### src/rtl/imem_loader.sv
// Streams a byte sequence into the instruction memory's byte write port and holds the CPU while loading.
// Optional trailing checksum byte verification is enabled by defining LOADER_CHECKSUM_EN.
module imem_loader #(
  parameter int ADDR_W = 14,
  parameter int LEN_W  = 15
) (
  input  logic              clk,
  input  logic              rst,
  input  logic              start,
  input  logic [ADDR_W-1:0] start_addr,
  input  logic [LEN_W-1:0]  len,
  input  logic              abort,
  input  logic              in_valid,
  input  logic [7:0]        in_data,
  output logic              in_ready,
  output logic              mem_we,
  output logic [ADDR_W-1:0] mem_addr,
  output logic [7:0]        mem_wdata,
  output logic              cpu_hold,
  output logic              busy,
  output logic              done,
  output logic              err,
  output logic [LEN_W-1:0]  bytes_done
);

  typedef enum logic [1:0] {
    S_IDLE = 2'd0,
    S_LOAD = 2'd1,
`ifdef LOADER_CHECKSUM_EN
    S_CHK  = 2'd3,
`endif
    S_DONE = 2'd2
  } state_t;

  localparam logic [LEN_W:0] MEM_BYTES = (LEN_W+1)'(1) << ADDR_W;

  state_t            state, next_state;
  logic [ADDR_W-1:0] addr;
  logic [LEN_W-1:0]  remaining;
  logic [LEN_W:0]    end_addr;
  logic              range_bad;
  logic              start_ok;
  logic              fire;
  logic              write_fire;
  logic              err_set;
`ifdef LOADER_CHECKSUM_EN
  logic [7:0]        sum;
  logic [7:0]        chk_total;
`endif

  // The end-of-load address is one bit wider than len so a full-memory load cannot overflow the check.
  assign end_addr   = {{(LEN_W+1-ADDR_W){1'b0}}, start_addr} + {1'b0, len};
  assign range_bad  = end_addr > MEM_BYTES;
  assign start_ok   = (state == S_IDLE) && start && !range_bad;

`ifdef LOADER_CHECKSUM_EN
  assign in_ready   = ((state == S_LOAD) || (state == S_CHK)) && !abort;
  assign chk_total  = sum + in_data;
`else
  assign in_ready   = (state == S_LOAD) && !abort;
`endif
  assign fire       = in_valid && in_ready;
  assign write_fire = fire && (state == S_LOAD);

  assign busy       = (state != S_IDLE);
  assign cpu_hold   = busy;
  assign done       = (state == S_DONE);

  always_comb begin
    // NOTE: every combinationally assigned signal gets a default first so no path leaves it unassigned (no latch).
    next_state = state;
    err_set    = 1'b0;
    case (state)
      S_IDLE: begin
        if (start) begin
          if (range_bad)       err_set    = 1'b1;
          else if (len == '0)  next_state = S_DONE;
          else                 next_state = S_LOAD;
        end
      end
      S_LOAD: begin
        if (abort) begin
          next_state = S_IDLE;
          err_set    = 1'b1;
        end else if (fire && (remaining == LEN_W'(1))) begin
`ifdef LOADER_CHECKSUM_EN
          next_state = S_CHK;
`else
          next_state = S_DONE;
`endif
        end
      end
`ifdef LOADER_CHECKSUM_EN
      S_CHK: begin
        if (abort) begin
          next_state = S_IDLE;
          err_set    = 1'b1;
        end else if (fire) begin
          if (chk_total == 8'd0) begin
            next_state = S_DONE;
          end else begin
            next_state = S_IDLE;
            err_set    = 1'b1;
          end
        end
      end
`endif
      S_DONE:  next_state = S_IDLE;
      default: next_state = S_IDLE;
    endcase
  end

  always_ff @(posedge clk) begin
    if (rst) begin
      state      <= S_IDLE;
      addr       <= '0;
      remaining  <= '0;
      bytes_done <= '0;
      err        <= 1'b0;
      mem_we     <= 1'b0;
      mem_addr   <= '0;
      mem_wdata  <= '0;
`ifdef LOADER_CHECKSUM_EN
      sum        <= '0;
`endif
    end else begin
      // NOTE: sequential state uses non-blocking assignments so every register samples pre-edge values.
      state  <= next_state;
      mem_we <= write_fire;
      if (write_fire) begin
        mem_addr   <= addr;
        mem_wdata  <= in_data;
        addr       <= addr + ADDR_W'(1);
        remaining  <= remaining - LEN_W'(1);
        bytes_done <= bytes_done + LEN_W'(1);
`ifdef LOADER_CHECKSUM_EN
        sum        <= sum + in_data;
`endif
      end
      if (start_ok) begin
        addr       <= start_addr;
        remaining  <= len;
        bytes_done <= '0;
        err        <= 1'b0;
`ifdef LOADER_CHECKSUM_EN
        sum        <= '0;
`endif
      end
      if (err_set) err <= 1'b1;
    end
  end

endmodule

### config.mk
export PLATFORM = sky130hd
export DESIGN_NAME = imem_loader
export DESIGN_NICKNAME = d
export VERILOG_FILES = /design/src/rtl/imem_loader.sv
export SDC_FILE = /design/constraint.sdc
export NUM_CORES = 1
export LEC_CHECK = 0
export BUFFER_PORTS_ARGS = -buffer_cell sky130_fd_sc_hd__buf_2
export CORE_AREA = 8 8 77 113
export DETAILED_ROUTE_END_ITERATION = 6
export DIE_AREA = 0 0 85 121
export PLACE_DENSITY = 0.95
export RECOVER_POWER = 50
export SKIP_CTS_REPAIR_TIMING = 1
export SYNTH_ARGS = -nofsm -noshare
export SYNTH_HDL_FRONTEND = slang
export SYNTH_SLANG_ARGS = --single-unit
### constraint.sdc
create_clock -name clk -period 6.4 [get_ports clk]
set_clock_uncertainty 0.2 [all_clocks]
set_input_delay 0 -clock clk [delete_from_list [all_inputs] [get_ports clk]]
set_output_delay 0 -clock clk [all_outputs]
set_load 0.005 [all_outputs]
==> key figures <==
Status
  • Status: finished clean

Clock network
  • CTS sink count: 70
  • TritonCTS clock tree: built
  • Clock buffer count from CTS: 9
  • Skew-Pair Late Insertion Delay: 0.36 ns
  • Worst-path clk slew: 0.08 ns
  • Clock Root Buffer: clkbuf_8
  • H-Tree Level Count: 3
  • Clk buf depth: 2

Synthesis
  • Synth warnings: 0
  • Seq cells post-synth: 70
  • Largest cells by area after synthesis: dfxtp_1, nand2_1, a21oi_1, ha_1, nor3_1
  • Number of enable flip-flop cells after synthesis: 0
  • Ys async rst share: 0
  • Leading cell types by count after synthesis: nand2_1, dfxtp_1, a21oi_1, nor3_1, nor2_1
  • Main synth FF type: dfxtp_1
  • Synth unique cells: 59
  • Post-synth net total: 571
  • Avg Cell Area, Syn: 7.96 um2
  • Top-count cell post-synth: nand2_1
  • Largest area contributor in the netlist: dfxtp_1
  • Syn Std Cell Area: 4060 um2
  • Top cell type's share of synthesized area: 0.345
  • Syn Inst Count: 510
  • Post-synthesis sequential area ratio: 0.345

STA
  • Setup TNS: 0 ns
  • Unrepaired setup endpoints after global routing: no
  • Least-Margin Pin Slew: 0.928 ns
  • Final Hold Slack: 0.0919 ns
  • Final Critical Period: 4.46 ns
  • Final period util: 0.696
  • Final setup violation count: 0
  • Slew HR: 0.380
  • Fin. Hold Viols: 0
  • Fin. max-slew vios: 0
  • F_max: 224 MHz

Power
  • PwrDens: 226 nW/um2
  • Leak: 1.94 nW
  • Overall power: 1.15 mW
  • Max VDD drop: 0.118 mV

Drt
  • Drt total wl: 12,600 um
  • DRT antenna net count: 0
  • DR DRC count: 0
  • Number of vias per cell: 6.20
  • DR WL/cell: 17.8 um
  • Drt pass-1 iters: 5
  • Vias: 4,393
  • Initial DRC Count: 357

Place
  • # port buffers: 84
  • GPL Wtd Cong: 0.961
  • Placed Instance Area: 4480 um2
  • Post-DP HPWL: 8570 um

Global route
  • Largest net degree at the start of global routing: 68
  • Grt ovf: 0
  • GRT Total Usage: 0.228
  • Global-route wire length before repair: 18,900 um
  • Vias in the first global route: 4,045
  • Initial antenna violation count: 2

Die
  • Die span in y: 121 um
  • Die ar.: 10,300 um2
  • Row count: 38
  • CORE AREA: 7080 um2
  • Total I/O pin count: 85
  • Starting Density: 0.573
  • Die span in x: 85 um

Setup path
  • Critical path's slowest cell: o41ai_4
  • Crit-path cells: dlygate4sd3_1 -> buf_2 -> ha_1 -> a21o_1 -> a221o_1 -> nor3b_1 -> a2111oi_0 -> nand4_1 -> o41ai_4 -> nand2_1 -> o311a_1
  • CP max FO: 20
  • Worst path max stage delay: 0.82 ns
  • Worst Path Arrival: 4.51 ns
  • Crit start category: input pin
  • Crit path kind: input pin to register
  • Nature of the critical path endpoint: register
  • Worst Path Required: 6.45 ns

Cells and area
  • Layout area overhead: 25.3%
  • Design Area, Final: 5090 um2
  • Number of fill cells: 540
  • Fraction of layout instances using a drive strength above 1: 0.129
  • Nets: 683

Hold path
  • Worst hold path class: input pin to register

Flow run
  • Max-cap violations: 0
worst max-delay path, delay by kind of cell:
kind	cells	cell delay, ns
buf+inv	2	0.68
fa+ha+maj	1	0.43
simple gates	3	0.97
compound gates	5	2.40
placed cells by master, fill, tap and decap left out, types with 3 or more instances in the layout:
| cell type | count |
|---|---|
| buf_4 | 5 |
| a211oi_1 | 23 |
| nand4_1 | 13 |
| clkbuf_1 | 29 |
| nand2b_1 | 4 |
| inv_1 | 10 |
| o211ai_1 | 5 |
| o21ai_0 | 13 |
| nand3_1 | 15 |
| and3_1 | 8 |
| xnor2_1 | 16 |
| nor2_1 | 29 |
| nand2_1 | 74 |
| nor4_1 | 8 |
| a31oi_1 | 6 |
| a22oi_1 | 3 |
| clkbuf_8 | 9 |
| or4_1 | 3 |
| a21o_1 | 5 |
| buf_2 | 56 |
| ha_1 | 18 |
| nor2b_1 | 5 |
| dfxtp_1 | 70 |
| o21a_1 | 3 |
| nor3_1 | 43 |
| a21oi_1 | 45 |
| dlygate4sd3_1 | 42 |
| xor2_1 | 21 |
cell type report:
class / instances / area, um2 / share of cell area
Multi-Input combinational cell: 400 / 2490 / 0.489
Timing Repair Buffer: 131 / 843 / 0.166
Sequential cell: 70 / 1400 / 0.275
Inverter: 10 / 37.5 / 0.00738
Clock buffer: 10 / 128 / 0.0251
Antenna cell: 2 / 5.00 / 0.000984
Clock inverter: 6 / 86.3 / 0.0170
Tap cell: 80 / 100 / 0.0197
flip-flops by register name, summed over array words and instances, names as in the netlist:
| register | count |
|---|---|
| addr | 14 |
| bytes_done | 15 |
| err | 1 |
| mem_addr | 14 |
| mem_wdata | 8 |
| mem_we | 1 |
| remaining | 15 |
| state | 2 |
routing by layer:
metal | wire [um] | global-route usage
met1 | 4920 | 0.246
met2 | 6240 | 0.384
met3 | 868 | 0.0576
met4 | 588 | 0.156
met5 | 0 | 0
through the flow:
step / instances / utilization / worst slack, ns
final: 709 / 0.718 / 1.94
after global routing: 709 / 0.718 / 1.76
after CTS: 665 / 0.663 / 2.66
after detailed placement: 649 / 0.633 / 2.27
after global placement: 649 / 0.633 / 2.33
after floorplan: 510 / - / 3.44
kinds of logic after synthesis:
family	count (synthesis)	synth area share
fa+ha+maj	19	0.0604
compound gates	129	0.216
xor+xnor	37	0.0798
simple gates	214	0.254
flops	70	0.345
buf+inv	40	0.0422
mux	1	0.00247
report_power, final:
| group | internal [mW] | total [mW] | switching, mW |
|---|---|---|---|
| clock | 0.219 | 0.385 | 0.166 |
| combinational | 0.114 | 0.278 | 0.164 |
| sequential | 0.462 | 0.489 | 0.0270 |
| total | 0.795 | 1.15 | 0.357 |
path summary, 6_finish.rpt:
| check | slack (ns) | end | startpoint | depth (start not counted) |
|---|---|---|---|---|
| worst max-delay path | 1.94 | remaining[8] | len[6] | 11 |
| worst min-delay path | 0.09 | mem_we | rst | 3 |
| worst max register to register | 3.16 | addr[13] | state[0] | 8 |
| worst min register to register | 0.25 | mem_addr[6] | mem_addr[6] | 2 |
Note: power is estimated with default switching activity, not from simulation.
